`config.mk`:
```
export PLATFORM = sky130hd
export DESIGN_NAME = pipe_hazard_sb
export DESIGN_NICKNAME = d
export VERILOG_FILES = /design/src/rtl/pipe_hazard_sb.sv
export SDC_FILE = /design/constraint.sdc
export NUM_CORES = 1
export LEC_CHECK = 0
export CORE_ASPECT_RATIO = 1.1
export CORE_MARGIN = 10
export CORE_UTILIZATION = 45
export CTS_BUF_LIST = sky130_fd_sc_hd__clkbuf_2
export DETAILED_ROUTE_END_ITERATION = 7
export PLACE_DENSITY = 0.71
export SYNTH_ARGS = -nofsm -noshare
export SYNTH_HDL_FRONTEND = slang
export SYNTH_SLANG_ARGS = --single-unit
```
`constraint.sdc`:
```
create_clock -name clk -period 2.7 [get_ports clk]
set_clock_uncertainty 0.1 [all_clocks]
set_input_delay 0.54 -clock clk [delete_from_list [all_inputs] [get_ports clk]]
set_output_delay 0.54 -clock clk [all_outputs]
set_load 0.02 [all_outputs]
```
`src/rtl/pipe_hazard_sb.sv`:
```
// Tracks in-flight GPR writes from E to W and picks a bypass source or a D stall for each read port.
// Latency: stall/bp_sel/occupancy are combinational from registered slots; slots advance once per unfrozen clock.
// Backpressure: hold freezes every slot and the stall counter; stall or flush puts a bubble into slot 0.
module pipe_hazard_sb #(
    parameter int NSTAGE = 3,
    parameter int AW     = 5,
    parameter int NRD    = 2,
    parameter int LATW   = 2,
    parameter int SELW   = 2,
    parameter int CNTW   = 16
) (
    input  logic                clk,
    input  logic                rst_n,
    input  logic                issue_valid,
    input  logic                issue_wr,
    input  logic [AW-1:0]       issue_waddr,
    input  logic [LATW-1:0]     issue_lat,
    input  logic [NRD*AW-1:0]   rd_addr,
    input  logic [NRD-1:0]      rd_used,
    input  logic                hold,
    input  logic                flush,
    output logic                stall,
    output logic [NRD*SELW-1:0] bp_sel,
    output logic [SELW-1:0]     occupancy,
    output logic [CNTW-1:0]     stall_cnt
);

    // Slot k holds the instruction k stages past D (0 = E, NSTAGE-1 = W).
    logic            vld_q   [NSTAGE];
    logic            wr_q    [NSTAGE];
    logic [AW-1:0]   waddr_q [NSTAGE];
    logic [LATW-1:0] lat_q   [NSTAGE];
    logic            vld_d   [NSTAGE];
    logic            wr_d    [NSTAGE];
    logic [AW-1:0]   waddr_d [NSTAGE];
    logic [LATW-1:0] lat_d   [NSTAGE];

    logic [NRD-1:0]  stall_req;
    logic [NRD-1:0]  hit;
    logic            issue_ok;
    logic [CNTW-1:0] stall_cnt_q;
    logic [CNTW-1:0] stall_cnt_d;

    // Per read port: the youngest matching writer decides; forward if its result is ready, else stall.
    always_comb begin
        stall_req = '0;
        hit       = '0;
        bp_sel    = '0;
        for (int p = 0; p < NRD; p++) begin
            if (rd_used[p] && (rd_addr[p*AW +: AW] != '0)) begin
                for (int k = 0; k < NSTAGE; k++) begin
                    if (!hit[p] && vld_q[k] && wr_q[k] && (waddr_q[k] == rd_addr[p*AW +: AW])) begin
                        hit[p] = 1'b1;
                        if (LATW'(k) >= lat_q[k]) begin
                            bp_sel[p*SELW +: SELW] = SELW'(k + 1);
                        end else begin
                            stall_req[p] = 1'b1;
                        end
                    end
                end
            end
        end
    end

    assign stall = |stall_req;

    // Count the slots that will still write the register file.
    always_comb begin
        occupancy = '0;
        for (int k = 0; k < NSTAGE; k++) begin
            occupancy = occupancy + SELW'(vld_q[k] && wr_q[k]);
        end
    end

    // Next slot contents: shift toward W; slot 0 takes the D instruction only if it can leave D.
    assign issue_ok = issue_valid && !stall && !flush;

    always_comb begin
        vld_d[0]   = issue_ok;
        wr_d[0]    = issue_wr;
        waddr_d[0] = issue_waddr;
        lat_d[0]   = issue_lat;
        for (int k = 1; k < NSTAGE; k++) begin
            vld_d[k]   = vld_q[k-1];
            wr_d[k]    = wr_q[k-1];
            waddr_d[k] = waddr_q[k-1];
            lat_d[k]   = lat_q[k-1];
        end
    end

    // Slot registers; hold freezes the whole back end, reset drops every in-flight write at once.
    always_ff @(posedge clk or negedge rst_n) begin
        if (!rst_n) begin
            for (int k = 0; k < NSTAGE; k++) begin
                vld_q[k]   <= 1'b0;
                wr_q[k]    <= 1'b0;
                waddr_q[k] <= '0;
                lat_q[k]   <= '0;
            end
        end else if (!hold) begin
            for (int k = 0; k < NSTAGE; k++) begin
                vld_q[k]   <= vld_d[k];
                wr_q[k]    <= wr_d[k];
                waddr_q[k] <= waddr_d[k];
                lat_q[k]   <= lat_d[k];
            end
        end
    end

    // Stall cycles that actually cost a cycle (not frozen), saturating at all-ones.
    always_comb begin
        stall_cnt_d = stall_cnt_q;
        if (stall && !hold && (stall_cnt_q != '1)) begin
            stall_cnt_d = stall_cnt_q + CNTW'(1);
        end
    end

    // Stall counter register.
    always_ff @(posedge clk or negedge rst_n) begin
        if (!rst_n) begin
            stall_cnt_q <= '0;
        end else begin
            stall_cnt_q <= stall_cnt_d;
        end
    end

    assign stall_cnt = stall_cnt_q;

    // An issue latency naming a slot past W can never become available.
    a_issue_lat_legal: assert property (@(posedge clk) disable iff (!rst_n)
        issue_valid |-> (int'(issue_lat) < NSTAGE));

endmodule
```
=== After elaboration in Yosys (flattened, before gate mapping) ===
Index checks and enable logic that the tools add are counted.

* Output and inout port bits: 23
* Bits in registers: 43

* Reductions and logical operators: 33
* Equal/unequal tests: 7
* Order comparisons: 3
* Add/subtract/negate cells: 3
* Multiplexer cells: 34

{| class="wikitable"
|+ Operator list
! cell !! count
|-
| equality test 5 bit || 6
|-
| logical AND 1 bit || 23
|-
| 2-to-1 mux 1 bit || 23
|-
| 2-to-1 mux 2 bit || 11
|-
| adder 16 x 1 -> 16 bit (second input constant) || 1
|-
| != test 16 bit (second input constant) || 1
|-
| nonzero test 5 bit || 2
|-
| zero test 1 bit || 7
|-
| greater-or-equal comparator 1 x 2 -> 1 bit (first input constant) || 2
|-
| adder 1 x 1 -> 2 bit || 1
|-
| adder 2 x 1 -> 2 bit || 1
|-
| greater-or-equal comparator 2 bit (first input constant) || 1
|-
| OR reduction 2 bit || 1
|}

=== Depth between registers and ports, before layout ===
Gate-level depths: netlist (run 1).

* Depth in word-level cells: 20
* Depth in mapped cells: 8
* Depth with buffers taken out: 7

=== Least setup slack after synthesis (run 1) ===
OpenSTA, ideal clock, no wires.

* Kind: input -> output
* From: input port rd_addr[2]
* To: output port bp_sel[1]
* Arrival time: 1.804 ns
* Path buffers: 0
* Path slack: 0.256 ns
* Data required time: 2.060 ns
* Stages: 6
* Path through: xor2_1 -> nor3_1 -> and2_2 -> nor4_1 -> a21oi_1 -> nor3_1

* Cells in the longest elaborated chain, start to end: 16

{| class="wikitable"
|+ RTL lines
! element !! line !! source
|-
| start: declaration || 18 || <nowiki>input logic [NRD*AW-1:0] rd_addr,</nowiki>
|-
| equality test 5 bit || 52 || <nowiki>if (!hit[p] && vld_q[k] && wr_q[k] && (waddr_q[k] == rd_addr[p*AW +: AW])) begin</nowiki>
|-
| logical AND 1 bit || 52 ||
|-
| 2-to-1 mux 1 bit || 52 ||
|-
| 2-to-1 mux 1 bit || 50 || <nowiki>if (rd_used[p] && (rd_addr[p*AW +: AW] != '0)) begin</nowiki>
|-
| zero test 1 bit || 52 ||
|-
| logical AND 1 bit (3 in series) || 52 ||
|-
| 2-to-1 mux 1 bit || 52 ||
|-
| 2-to-1 mux 1 bit || 50 ||
|-
| zero test 1 bit || 52 ||
|-
| logical AND 1 bit (3 in series) || 52 ||
|-
| 2-to-1 mux 2 bit || 52 ||
|-
| 2-to-1 mux 2 bit * || 50 ||
|-
| end: declaration || 23 || <nowiki>output logic [NRD*SELW-1:0] bp_sel,</nowiki>
|}

Mark *: on every way between the ends. The rest lies on a longest branch, timed or not. The select of a mux whose other input is x is not followed.

=== Final worst setup path (run 1) ===
* From: register waddr_q (netlist bit waddr_d[9])
* To: output port bp_sel[0]

* Cells in the longest elaborated chain, start to end: 16

{| class="wikitable"
|+ RTL lines
! element !! line !! source
|-
| start: declaration || 31 || <nowiki>logic [AW-1:0] waddr_q [NSTAGE];</nowiki>
|-
| start signal: indexed assignment || 104 || <nowiki>waddr_q[k] <= waddr_d[k];</nowiki>
|-
| equality test 5 bit * || 52 ||
|-
| logical AND 1 bit * || 52 ||
|-
| 2-to-1 mux 1 bit || 52 ||
|-
| 2-to-1 mux 1 bit || 50 ||
|-
| zero test 1 bit || 52 ||
|-
| logical AND 1 bit (3 in series) || 52 ||
|-
| 2-to-1 mux 1 bit || 52 ||
|-
| 2-to-1 mux 1 bit || 50 ||
|-
| zero test 1 bit || 52 ||
|-
| logical AND 1 bit (3 in series) || 52 ||
|-
| 2-to-1 mux 2 bit * || 52 ||
|-
| 2-to-1 mux 2 bit * || 50 ||
|}

Marked as above.

==> results.py, run 1 <==
metrics = {
    "clock_tree": {
        "htree_num_levels": 2,
        "clock_latency_ns": 0.44,
        "clk_path_buf_depth": 2,
        "root_buffer": "clkbuf_2",
        "cts_sinks": 43,
        "clk_pin_slew_ns": 0.25,
        "cts_tree": "done",
        "cts_buffers": 5,
    },
    "cells_and_area": {
        "fin_nets": 326,
        "drive_gt1_frac": 0.453,
        "stdcell_count": 358,
        "antenna_cells": 0,
        "fill_cells": 364,
        "areaGrowthSynthToFinish_pct": 50.6,
        "fin_area_mm2": 0.00356,
    },
    "timing": {
        "max_freq_mhz": 360,
        "worstMarginPinSlew_ns": 0.420,
        "hold_viol_final": 0,
        "finalSetupViolations": 4,
        "drv_slew": 0,
        "fin_tns_setup_ns": -0.188,
        "rsz0062_at_grt": "true",
        "setup_ws_ns": -0.0799,
        "min_period_ns": 2.78,
        "post-route-period-util": 1.03,
        "slew-limit-headroom": 0.717,
    },
    "global_routing": {
        "grt.total_usage": 0.143,
        "overflow": 0,
        "grt_pass1_vias": 1983,
        "antenna_found_initial": 0,
        "grt_pass1_wl_um": 9500,
        "grt_max_degree": 31,
    },
    "outcome": {
        "outcome": "complete, but fails checks",
        "violations": "negative setup slack",
    },
    "yosys": {
        "synth-warning-count": 0,
        "ys_types": 37,
        "synthArstFlopShare": 1.00,
        "synth_ff_type": "dfrtp_1",
        "synthesis.nets": 235,
        "syn_inst": 208,
        "synth_edf_count": 0,
        "synth_area_mm2": 0.00237,
        "yosysTopAreaCell": "dfrtp_1",
        "ys_seq_area_frac": 0.455,
        "synthTopCellsByArea": "dfrtp_1 45%, mux2_2 12%, xnor2_1 11%",
        "synth_seq_cells": 43,
        "yosysTopAreaCellShare": 0.455,
        "post_synth.cell_area_avg_um2": 11.4,
    },
    "placement": {
        "hpwl_um": 4290,
        "gp_congestion": 0.852,
        "dp_cells": 334,
        "io_buffers": 47,
        "dpl_cell_area_mm2": 0.00307,
    },
    "pwr": {
        "power.internal_w": 0.00112,
        "clkPwrFrac": 0.239,
        "swShare": 0.323,
        "leakage_nw": 1.53,
        "max-vdd-ir-drop_uv": 381,
        "sequentialPowerShare": 0.475,
        "p_sw_w": 0.000531,
        "power_frac_comb": 0.285,
        "p_per_area_mw_per_mm2": 462,
    },
    "detailed_routing": {
        "avgRoutedWirePerCell_um": 17.6,
        "drcViolationCount": 0,
        "viasPerCell": 5.37,
        "ant_nets": 0,
        "wl_um": 6320,
        "vias": 1922,
        "first_iter_violations": 113,
        "first_pass_iters": 4,
    },
    "worst_setup_path": {
        "slowest_delay_ns": 0.44,
        "endpoint_kind": "primary output",
        "required_ns": 2.06,
        "worstPathArrival_ns": 2.14,
        "crit_type": "flop to primary output",
        "cp_max_fo": 2,
        "start_kind": "flop",
        "crit_chain": "xor2_1 -> or3_4 -> nor2_4 -> buf_6 -> mux2i_1 -> nor2_1 -> buf_4",
        "cp_slowest_cell": "dfrtp_1",
    },
    "worst_hold_path": {
        "min_path_type": "input port to async pin",
    },
    "job": {
        "maxCapViolations": 0,
    },
    "floorplanning": {
        "die-height_um": 96.1,
        "pin_count": 48,
        "die_w_um": 89.1,
        "rows": 27,
        "dieArea_mm2": 0.00856,
        "start_util": 0.467,
        "core-area_mm2": 0.00507,
    },
}
[worst paths after layout]
kind	start	to	slack, ns	cells after the start
max	waddr_d[9]	bp_sel[0]	-0.08	7
min	rst_n	stall_cnt[3]	0.41	2
max reg2reg	waddr_q[0]	stall_cnt[14]	0.25	9
min reg2reg	stall_cnt[5]	stall_cnt[5]	0.41	1
max in group asynchronous	rst_n	waddr_d[9]	1.52	3
min in group clk	stall_cnt[5]	stall_cnt[5]	0.41	1
[routing by layer]
metal,vias up,share of wire,GRT usage
met2,61,0.49,0.222
met4,0,0.014,0.0544
met5,-,0,0
li1,916,-,-
met1,936,0.42,0.173
met3,9,0.081,0.0592
[critical path, delay by kind of cell (launching register included)]
kind	cells	cell delay, ns
XOR/XNOR	1	0.18
buffers and inverters	2	0.29
flip-flops	1	0.44
multiplexers	1	0.20
AND/OR/NAND/NOR	3	0.61
[cell families (layout without fill, tap and decap cells)]
family,Yosys count,after routing,share of synthesized area
simple gates,65,65,0.155
xor+xnor,44,44,0.163
flops,43,43,0.455
mux,29,29,0.136
compound gates,16,16,0.0598
buf+inv,9,101,0.0175
fa+ha+maj,2,2,0.0137
[synth_stat cells, types with 4 or more instances]
cell type,n
nor2_1,10
dfrtp_1,43
nand3_1,10
nand2_1,13
inv_1,5
nand4_1,4
xor2_1,15
nor3_1,6
xnor2_1,29
and4_2,4
mux2_2,26
and3_1,4
[cell usage in the layout (no fill, tap or decap), drive strengths merged, types with 3 or more instances in the layout]
| cell type | instances |
|---|---|
| xor2 | 15 |
| clkdlybuf4s50 | 29 |
| clkbuf | 7 |
| and3 | 6 |
| mux2 | 26 |
| o21a | 3 |
| nand4 | 6 |
| o21ai | 3 |
| dfrtp | 43 |
| xnor2 | 29 |
| nand3 | 10 |
| inv | 6 |
| mux2i | 3 |
| buf | 46 |
| and4 | 4 |
| nand2 | 13 |
| nor2 | 10 |
| dlygate4sd2 | 10 |
| nor3 | 6 |
[layout make-up]
cell class / instances / area (µm²) / area share
flip-flops and latches: 43 / 1080 / 0.303
clock inverters: 3 / 47.5 / 0.0133
inverters: 5 / 18.8 / 0.00527
multi-input cells: 156 / 1550 / 0.436
repair buffers: 88 / 767 / 0.215
well taps: 58 / 72.6 / 0.0204
clock buffers: 5 / 25.0 / 0.00702
[power groups by stage]
| stage | Combinational (W) | Clock [W] | Sequential [W] |
|---|---|---|---|
| final | 0.000470 | 0.000394 | 0.000783 |
| after CTS | 0.000385 | 0.000407 | 0.000775 |
| after detailed placement | 0.000338 | 0 | 0.000789 |
| after global routing | 0.000509 | 0.000430 | 0.000793 |
| after global placement | 0.000332 | 0 | 0.000788 |
| after floorplan | 0.000191 | 0 | 0.000779 |
[through the flow]
stage	util	total power (W)	worst slack (ns)	hold WS, ns
CTS	0.648	0.00157	-0.0710	0.397
detailed placement	0.606	0.00113	-0.764	0.384
floorplan	-	0.000970	0.256	0.144
global placement	0.606	0.00112	-0.751	0.381
finish	0.703	0.00165	-0.0799	0.406
global route	0.703	0.00173	-0.228	0.419
[sequential cells by signal (all words and copies together), names as in the netlist]
signal,flops
lat_d,4
lat_q,2
stall_cnt,16
vld_d,2
vld_q,1
waddr_d,10
waddr_q,5
wr_d,2
wr_q,1
[repair_timing]
| item | in CTS | in global routing |
|---|---|---|
| setup buffers | 8 | 7 |
| hold buffers | 1 | 0 |
| setup endpoints to repair | 7 | 6 |
| pin swaps | 16 | 14 |
| gates resized for setup | 57 | 47 |
| cloned | 0 | 0 |
| endpoints found under the hold margin | 17 | 0 |
Note: power is estimated with default switching activity, not from simulation.
==> run 2, diff against run 1 <==
--- a/config.mk
+++ b/config.mk
@@ -7,10 +7,11 @@
 export LEC_CHECK = 0
 export CORE_ASPECT_RATIO = 1.1
 export CORE_MARGIN = 10
-export CORE_UTILIZATION = 45
+export CORE_UTILIZATION = 40
 export CTS_BUF_LIST = sky130_fd_sc_hd__clkbuf_2
 export DETAILED_ROUTE_END_ITERATION = 7
-export PLACE_DENSITY = 0.71
+export REMOVE_ABC_BUFFERS = 1
 export SYNTH_ARGS = -nofsm -noshare
 export SYNTH_HDL_FRONTEND = slang
 export SYNTH_SLANG_ARGS = --single-unit
+export TNS_END_PERCENT = 50
==> run 2 against run 1 <==
The run still ends with negative setup slack left. Highest routed layer unchanged. Final area shrank 7.3%. Critical path depth unchanged. First-iteration DRC count is 52% lower. Clock power down 30%. Largest cell class unchanged. Routed wire length is 7.0% lower. Sequential share of layout area grew 2.3 points.
==> results.py, run 2 (synthesis results as in run 1) <==
metrics = {
    "timing": {
        "rsz0062_at_grt": "true",
        "finalSetupViolations": 2,
        "post-route-period-util": 1.01,
        "min_period_ns": 2.73,
        "hold_viol_final": 0,
        "worstMarginPinSlew_ns": 0.675,
        "hold_ws_ns": 0.0280,
        "slew-limit-headroom": 0.550,
        "setup_ws_ns": -0.0326,
        "drv_slew": 0,
        "max_freq_mhz": 366,
    },
    "placement": {
        "io_buffers": 47,
        "gp_congestion": 0.868,
        "hpwl_um": 4600,
        "dp_cells": 359,
    },
    "outcome": {
        "outcome": "complete, but fails checks",
        "violations": "negative setup slack",
    },
    "global_routing": {
        "antenna_found_initial": 0,
        "overflow": 0,
        "grt_pass1_vias": 1985,
        "grt_max_degree": 30,
        "grt_pass1_wl_um": 9860,
        "grt.total_usage": 0.131,
    },
    "worst_setup_path": {
        "start_kind": "input port",
        "worstPathArrival_ns": 2.09,
        "cp_max_fo": 4,
        "crit_type": "input port to primary output",
        "required_ns": 2.06,
        "endpoint_kind": "primary output",
    },
    "detailed_routing": {
        "vias": 1844,
        "wl_um": 5880,
        "ant_nets": 0,
        "wl_met3_um": 351,
        "drcViolationCount": 0,
        "wl_met2_um": 2870,
        "first_iter_violations": 54,
        "avgRoutedWirePerCell_um": 15.8,
        "first_pass_iters": 4,
        "dr.max_layer_used": "met4",
        "met1_length_um": 2610,
        "viasPerCell": 4.97,
    },
    "clock_tree": {
        "cts_hold_buf": 0,
        "clk_pin_slew_ns": 0.23,
        "root_buffer": "clkbuf_2",
        "clk_path_buf_depth": 2,
        "cts_tree": "done",
        "cts_sinks": 43,
        "cts_buffers": 5,
        "htree_num_levels": 2,
        "clock_latency_ns": 0.41,
    },
    "cells_and_area": {
        "areaGrowthSynthToFinish_pct": 39.7,
        "antenna_cells": 0,
        "fin_nets": 320,
        "stdcell_count": 371,
        "drive_gt1_frac": 0.384,
        "layout_commonest_cell": "dfrtp_1",
        "largest_reg_flops": 16,
        "mostFrequentLayoutCells": "42 x dfrtp_1, 37 x buf_4, 29 x clkdlybuf4s50_1",
        "fill_cells": 533,
    },
    "floorplanning": {
        "pin_count": 48,
        "die-height_um": 101,
        "die_w_um": 93.3,
        "dieArea_mm2": 0.00940,
        "start_util": 0.410,
        "rows": 29,
        "core-area_mm2": 0.00577,
    },
    "pwr": {
        "leakage_nw": 1.44,
        "p_total_w": 0.00145,
        "max-vdd-ir-drop_uv": 207,
        "p_per_area_mw_per_mm2": 438,
    },
    "job": {
        "maxCapViolations": 0,
    },
    "worst_hold_path": {
        "min_path_type": "input port to async pin",
    },
}
[run 2: worst max-delay path, stage by stage]
cell and delay, ns:
clkdlybuf4s15_1 0.27, xor2_1 0.20, or3_4 0.38, o31a_2 0.30
o31ai_2 0.09, nand2_1 0.15, buf_6 0.16
[run 2: worst paths after layout]
path	cells past startpoint	startpoint	to	slack, ns
max in group asynchronous	2	rst_n	stall_cnt[4]	1.84
worst max-delay path	7	rd_addr[4]	stall	-0.03
worst max register to register	9	waddr_q[0]	stall_cnt[1]	0.33
worst min-delay path	1	rst_n	vld_d[0]	0.03
min in group clk	1	stall_cnt[15]	stall_cnt[15]	0.41
worst min register to register	1	stall_cnt[15]	stall_cnt[15]	0.41
[run 2: through the flow]
stage                     setup TNS (ns)  utilization  worst slack [ns]  area, µm²
after CTS                        -0.0893        0.561           -0.0407       3240
after global routing              -0.450        0.573            -0.134       3300
after global placement             -6.76        0.546            -0.749       3150
after floorplan                        0            -             0.256       2340
final                            -0.0403        0.573           -0.0326       3300
after detailed placement           -7.27        0.546            -0.765       3150
[run 2: area by class of cell]
| cell class | instances | area [µm²] | share of cell area |
|---|---|---|---|
| Inverter | 5 | 18.8 | 0.00568 |
| Timing Repair Buffer | 82 | 712 | 0.215 |
| Clock buffer | 6 | 30.0 | 0.00909 |
| Multi-Input combinational cell | 156 | 1360 | 0.411 |
| Tap cell | 77 | 96.3 | 0.0292 |
| Sequential cell | 43 | 1080 | 0.326 |
| Clock inverter | 2 | 12.5 | 0.00379 |
[run 2: where the power goes]
group / leakage (nW) / switching (W) / internal, W
combinational: 0.869 / 0.000177 / 0.000217
sequential: 0.538 / 0.0000701 / 0.000709
clock: 0.0290 / 0.000210 / 0.0000660
total: 1.44 / 0.000457 / 0.000991
[run 2: repair_timing]
action	in CTS	in global routing
buffers inserted	1	3
endpoints found under the setup margin	7	6
pin swaps	13	8
gates resized for setup	51	12
[run 2: per-layer routing]
layer | vias up | global-route usage
met5 | - | 0
met4 | 0 | 0.0368
met3 | 6 | 0.0455
met2 | 50 | 0.210
met1 | 883 | 0.163
li1 | 905 | -
